===== config.mk =====
export PLATFORM = sky130hd
export DESIGN_NAME = sap1_fetch_store_unit
export DESIGN_NICKNAME = d
export VERILOG_FILES = /design/src/rtl/sap1_fetch_store_unit.sv
export SDC_FILE = /design/constraint.sdc
export NUM_CORES = 1
export LEC_CHECK = 0
export CORE_MARGIN = 1.5
export CORE_UTILIZATION = 35
export CTS_CLUSTER_DIAMETER = 60
export DETAILED_ROUTE_END_ITERATION = 6
export GPL_ROUTABILITY_DRIVEN = 0
export GPL_TIMING_DRIVEN = 0
export PLACE_DENSITY = 0.69
export SETUP_SLACK_MARGIN = 0.1
export SYNTH_ARGS = -nofsm -noshare
export SYNTH_HDL_FRONTEND = slang
export SYNTH_SLANG_ARGS = --single-unit
export TNS_END_PERCENT = 100

===== constraint.sdc =====
create_clock -name clk -period 1.6 [get_ports clk]
set_clock_uncertainty 0.05 [all_clocks]
set_input_delay 0.32 -clock clk [delete_from_list [all_inputs] [get_ports clk]]
set_output_delay 0.32 -clock clk [all_outputs]
set_load 0.02 [all_outputs]

===== src/rtl/sap1_fetch_store_unit.sv =====
`default_nettype none
// ============================================================================
// Module   : sap1_fetch_store_unit
// Brief    : Memory-side responder for the SAP1 sequencer; performs instruction
//            fetches into the IR and ALU-result stores over a req/ack RAM port.
// Revision : 1.0 - initial release
// ============================================================================
module sap1_fetch_store_unit #(
    parameter int              ADDR_W     = 4,
    parameter int              DATA_W     = 8,
    parameter logic [3:0]      HLT_OPCODE = 4'hF
) (
    input  logic              clk,
    input  logic              reset,
    input  logic [7:0]        control_signals,
    input  logic              alu_out_en,
    input  logic [DATA_W-1:0] alu_result,
    output logic [3:0]        opcode,
    output logic [ADDR_W-1:0] operand,
    output logic              instr_valid,
    output logic              fetch_done,
    output logic              store_done,
    output logic              busy,
    output logic              halted,
    output logic              seq_err,
    output logic [ADDR_W-1:0] pc,
    output logic              mem_req,
    output logic              mem_we,
    output logic [ADDR_W-1:0] mem_addr,
    output logic [DATA_W-1:0] mem_wdata,
    input  logic              mem_ack,
    input  logic [DATA_W-1:0] mem_rdata
);

    typedef enum logic [1:0] {
        S_IDLE       = 2'd0,
        S_FETCH_WAIT = 2'd1,
        S_STORE_WAIT = 2'd2
    } state_t;

    state_t             r_state;
    state_t             w_state_nxt;
    logic [DATA_W-1:0]  r_ir;

    logic w_fetch;
    logic w_store;
    logic w_unused;

    assign w_fetch  = control_signals[0];
    assign w_store  = control_signals[4];
    // Decode needs no action: the IR fields are already registered outputs.
    assign w_unused = ^{control_signals[7:5], control_signals[3:1]};

    assign opcode  = r_ir[DATA_W-1 -: 4];
    assign operand = r_ir[ADDR_W-1:0];
    assign busy    = (r_state != S_IDLE);

    always_ff @(posedge clk or posedge reset) begin
        if (reset) begin
            r_state <= S_IDLE;
        end else begin
            r_state <= w_state_nxt;
        end
    end

    always_comb begin
        w_state_nxt = r_state;
        case (r_state)
            S_IDLE: begin
                if (w_store) begin
                    if (alu_out_en) begin
                        w_state_nxt = S_STORE_WAIT;
                    end
                end else if (w_fetch && !halted) begin
                    w_state_nxt = S_FETCH_WAIT;
                end
            end
            S_FETCH_WAIT: begin
                if (mem_ack) begin
                    w_state_nxt = S_IDLE;
                end
            end
            S_STORE_WAIT: begin
                if (mem_ack) begin
                    w_state_nxt = S_IDLE;
                end
            end
            default: w_state_nxt = S_IDLE;
        endcase
    end

    always_ff @(posedge clk or posedge reset) begin
        if (reset) begin
            r_ir        <= '0;
            pc          <= '0;
            instr_valid <= 1'b0;
            halted      <= 1'b0;
            seq_err     <= 1'b0;
            mem_req     <= 1'b0;
            mem_we      <= 1'b0;
            mem_addr    <= '0;
            mem_wdata   <= '0;
            fetch_done  <= 1'b0;
            store_done  <= 1'b0;
        end else begin
            fetch_done <= 1'b0;
            store_done <= 1'b0;
            case (r_state)
                S_IDLE: begin
                    if (w_store) begin
                        mem_wdata <= alu_result;
                        mem_addr  <= operand;
                        if (alu_out_en) begin
                            mem_we  <= 1'b1;
                            mem_req <= 1'b1;
                        end else begin
                            store_done <= 1'b1;
                        end
                        // Store takes priority; a colliding fetch is dropped.
                        if (w_fetch) begin
                            seq_err <= 1'b1;
                        end
                    end else if (w_fetch) begin
                        if (halted) begin
                            seq_err <= 1'b1;
                        end else begin
                            mem_addr    <= pc;
                            mem_we      <= 1'b0;
                            mem_req     <= 1'b1;
                            instr_valid <= 1'b0;
                        end
                    end
                end
                S_FETCH_WAIT: begin
                    if (w_fetch || w_store) begin
                        seq_err <= 1'b1;
                    end
                    if (mem_ack) begin
                        r_ir        <= mem_rdata;
                        pc          <= pc + ADDR_W'(1);
                        mem_req     <= 1'b0;
                        instr_valid <= 1'b1;
                        fetch_done  <= 1'b1;
                        if (mem_rdata[DATA_W-1 -: 4] == HLT_OPCODE) begin
                            halted <= 1'b1;
                        end
                    end
                end
                S_STORE_WAIT: begin
                    if (w_fetch || w_store) begin
                        seq_err <= 1'b1;
                    end
                    if (mem_ack) begin
                        mem_req    <= 1'b0;
                        mem_we     <= 1'b0;
                        store_done <= 1'b1;
                    end
                end
                default: begin
                    mem_req <= 1'b0;
                    mem_we  <= 1'b0;
                end
            endcase
        end
    end

endmodule
`default_nettype wire


==> flow_summary_export.csv <==
group,metric,value,unit
status,status,"completed",
setup_path,timing.reg2reg.setup_slack,0.06,ns
place,io_buffers,53,
flow_run,drv_cap,0,
logic_synthesis,yosys_register_bits,33,
finish,layout-drive-gt1-share,27.62,%
logic_synthesis,syn_nets,146,
timing,setup-violations-final,0,
grt,global_route.usage.total,16.05,%
clock_network,tritoncts,"built",
floorplan,core_region_area,4115,um2
logic_synthesis,ys_seq_area_share,53.75,%
drt,detailroute.via_count,1156,
floorplan,ios,60,
place,placement.cell_area,2143,um2
logic_synthesis,syn_inst,113,
setup_path,arrival,1.66,ns
setup_path,worstPathRequired,1.73,ns
grt,grt_max_degree,34,
logic_synthesis,synthDistinctLibCells,33,
power,max-vdd-ir-drop,915.5,uV
finish,number_of_filler_instances_in_the_final_layout,360,
clock_network,clock_path_buffers,2,
floorplan,initial_core_util,37.34,%
floorplan,rows,23,
clock_network,cts_inserted_buffers,5,
place,dp_hpwl,2551,um
finish,finalInstanceArea,2285,um2
setup_path,r2r-end,"mem_req",
setup_path,critical_path.n_buffers_inverters,1,
timing,setup_repair_after_global_routing_missed_its_margin,"true",
grt,global_route_wire_length_before_repair,6037,um
logic_synthesis,synth.avg_cell_area,13.60,um2
clock_network,clock_tree.htree_level_count,2,
drt,antenna_violating_nets_left,0,
drt,drt_iter0_drc,65,
setup_path,worst_r2r_path_depth,5,
timing,fin_ws,0.06270,ns
drt,viasPerCell,5.004,
drt,routed_wl,3600,um
grt,grt_remaining_overflow,0,
drt,post_drt_wl_per_cell,15.58,um
setup_path,worst-path-max-fanout,5,
drt,firstDrtPassIters,4,
timing,layout_min_cycle_time,1.537,ns
floorplan,die_h,69.26,um
power,p_leak,1.049,nW
floorplan,dieWidth,69.26,um
finish,antenna_diode_count,0,
drt,drc,0,
logic_synthesis,number_of_warnings_printed_during_yosys_synthesis,0,
setup_path,critical_path_s_top_delay_family,"flip-flops",
setup_path,timing.rr.start,"r_state[1]",
clock_network,clk_transition_reported_paths,0.07,ns
floorplan,die_area,4796,um2
setup_path,worstPathCellList,"inv_2 > ha_4 > and3b_2 > a211oi_2 > mux2_4",
logic_synthesis,post_synth_instance_area,1536,um2
timing,fin_tns_setup,0,ns
grt,initial_antenna_violation_count,0,
timing,slew-limit-headroom,52.80,%
finish,design.final.nets,213,
timing,report.final.slew_viol_count,0,
min_path,hold_path.class,"in -> async",
place,pre_cts_ws,-0.2924,ns
setup_path,crit_path_top_delay_cell,"sky130_fd_sc_hd__dfrtp_1",
clock_network,clock_latency_late_sink,0.29,ns
finish,syn2layout_area_growth,48.70,%
setup_path,timing.setup.critical_path_class,"reg -> reg",
timing,maxClockFrequency,0.6505,GHz
clock_network,cts-hold-fix-buffers,0,
grt,vias_in_the_first_global_route,1270,
clock_network,clock-root-buffer,"sky130_fd_sc_hd__clkbuf_8",
timing,worst-slew-pin-transition,0.7065,ns
timing,layout_worst_path_cycle_share,96.08,%
setup_path,endpoint_kind,"register",
power,total_power,4.453,mW
clock_network,number_of_clock_sinks,33,
power,p_per_area,1949,nW/um2
setup_path,sort_of_element_at_the_start_of_the_critical_path,"register",
setup_path,crit_path_max_incr_delay,0.37,ns
timing,finalHoldViolations,0,
-- through the flow --
stage	std cells	util, %	hold WS [ns]
floorplan	113	-	0.3989
global placement	216	52.08	0.4181
detailed placement	216	52.08	0.4287
CTS	230	55.18	0.4455
global route	231	55.52	0.4690
finish	231	55.52	0.4326
-- flip-flops by register name, indices dropped and copies added (netlist names), 2 cells and up --
name / cells
r_ir: 8
mem_wdata: 8
pc: 4
mem_addr: 4
r_state: 2
-- power by group --
part | internal, mW | switching, mW
Sequential | 1.21 | 0.248
Combinational | 1.16 | 1.22
Clock | 0.300 | 0.310
-- cell usage in the layout, fill, tap and decap left out, types with 3 or more instances in the layout --
cell	Yosys	layout
sky130_fd_sc_hd__dfrtp_1	33	33
sky130_fd_sc_hd__dlygate4sd2_1	0	32
sky130_fd_sc_hd__clkdlybuf4s50_1	0	20
sky130_fd_sc_hd__mux2_1	11	11
sky130_fd_sc_hd__mux2_2	10	10
sky130_fd_sc_hd__buf_4	0	8
sky130_fd_sc_hd__mux2_4	5	5
sky130_fd_sc_hd__clkbuf_8	0	5
sky130_fd_sc_hd__nand2b_1	4	4
sky130_fd_sc_hd__nor2b_1	5	3
sky130_fd_sc_hd__xnor2_1	3	3
sky130_fd_sc_hd__a21oi_1	3	3
sky130_fd_sc_hd__o21bai_1	3	3
-- area by class of cell --
cell class | instances | area, um2 | area share, %
inverter | 6 | 31.28 | 1.369
sequential | 33 | 825.8 | 36.14
tap | 50 | 62.56 | 2.738
clock buffer | 5 | 68.82 | 3.012
multi-input combinational | 72 | 715.7 | 31.33
clock inverter | 3 | 17.52 | 0.7667
timing repair buffer | 61 | 551.8 | 24.15
buffer | 1 | 11.26 | 0.4929
-- cell usage after synthesis --
library cell | n | area share, %
sky130_fd_sc_hd__a21oi_1 | 3 | 0.98
sky130_fd_sc_hd__o21ai_1 | 1 | 0.33
sky130_fd_sc_hd__nand3_1 | 1 | 0.33
sky130_fd_sc_hd__nand2_1 | 2 | 0.49
sky130_fd_sc_hd__dfrtp_1 | 33 | 54
sky130_fd_sc_hd__and3b_1 | 1 | 0.57
sky130_fd_sc_hd__mux2_4 | 5 | 4.9
sky130_fd_sc_hd__a211oi_2 | 1 | 0.81
sky130_fd_sc_hd__nand2_2 | 1 | 0.41
sky130_fd_sc_hd__o32ai_1 | 1 | 0.57
sky130_fd_sc_hd__ha_1 | 5 | 4.1
sky130_fd_sc_hd__mux2_1 | 11 | 8.1
sky130_fd_sc_hd__or3b_1 | 1 | 0.57
sky130_fd_sc_hd__mux2_2 | 10 | 7.3
sky130_fd_sc_hd__a41oi_1 | 1 | 0.57
sky130_fd_sc_hd__nand2_4 | 1 | 0.73
sky130_fd_sc_hd__buf_6 | 2 | 1.5
sky130_fd_sc_hd__a2bb2oi_2 | 1 | 0.98
sky130_fd_sc_hd__o21bai_1 | 3 | 1.5
sky130_fd_sc_hd__inv_2 | 1 | 0.24
sky130_fd_sc_hd__a211oi_1 | 1 | 0.49
sky130_fd_sc_hd__nor2_1 | 2 | 0.49
sky130_fd_sc_hd__mux2i_1 | 1 | 0.65
sky130_fd_sc_hd__nand2b_1 | 4 | 1.6
sky130_fd_sc_hd__nor2b_1 | 5 | 2.0
sky130_fd_sc_hd__a31oi_1 | 1 | 0.41
sky130_fd_sc_hd__nand4_1 | 2 | 0.81
sky130_fd_sc_hd__inv_1 | 5 | 1.2
sky130_fd_sc_hd__o21ai_2 | 1 | 0.57
sky130_fd_sc_hd__o21ai_0 | 1 | 0.33
sky130_fd_sc_hd__nand3b_1 | 1 | 0.49
sky130_fd_sc_hd__xnor2_1 | 3 | 1.7
sky130_fd_sc_hd__a21oi_2 | 1 | 0.57
-- layer usage --
| layer | up-vias | track usage, % | part of all wire, % | wire length [um] |
|---|---|---|---|---|
| met3 | 4 | 5.087 | 4.3 | 156 |
| met2 | 29 | 27.14 | 51 | 1849 |
| li1 | 531 | - | - | - |
| met1 | 592 | 18.64 | 42 | 1528 |
| met5 | - | 0 | 0 | 0 |
| met4 | 0 | 6.972 | 1.8 | 65 |
-- cell families after synthesis --
group                      count (synthesis)  synth area share, %
muxes                                     27                20.93
buffers and inverters                      8                2.931
adders and majority gates                  5                4.072
DFF                                       33                53.75
AOI/OAI and AO/OA                         16                8.061
xor gates and xnor gates                   3                1.710
and+or+nand+nor                           21                8.551
-- how the worst max path moves through the flow --
stage	from	endpoint	slack, ns	cells after the start
final	r_state[1]	mem_req	0.06	5
after detailed placement	reset	mem_req	-0.29	2
after floorplan	r_state[0]	mem_req	-0.02	6
after global routing	r_state[1]	mem_req	0.03	5
after CTS	r_state[0]	mem_req	0.04	6
after global placement	control_signals[4]	mem_addr[1]	-0.27	4
-- worst reg2reg max path, stage by stage, from the launching register on --
cell,delay [ns]
sky130_fd_sc_hd__dfrtp_1,0.37
sky130_fd_sc_hd__inv_2,0.07
sky130_fd_sc_hd__ha_4,0.18
sky130_fd_sc_hd__and3b_2,0.21
sky130_fd_sc_hd__a211oi_2,0.23
sky130_fd_sc_hd__mux2_4,0.32
-- repair_timing --
item / CTS / global route
setup endpoints to repair: 78 / 18
resized for setup: 47 / 2
cloned: 0 / 0
pin swaps: 1 / 3
buffers inserted: 6 / 2
endpoints found under the hold margin: 0 / 0
No activity file was read; power rests on OpenSTA's default activity.
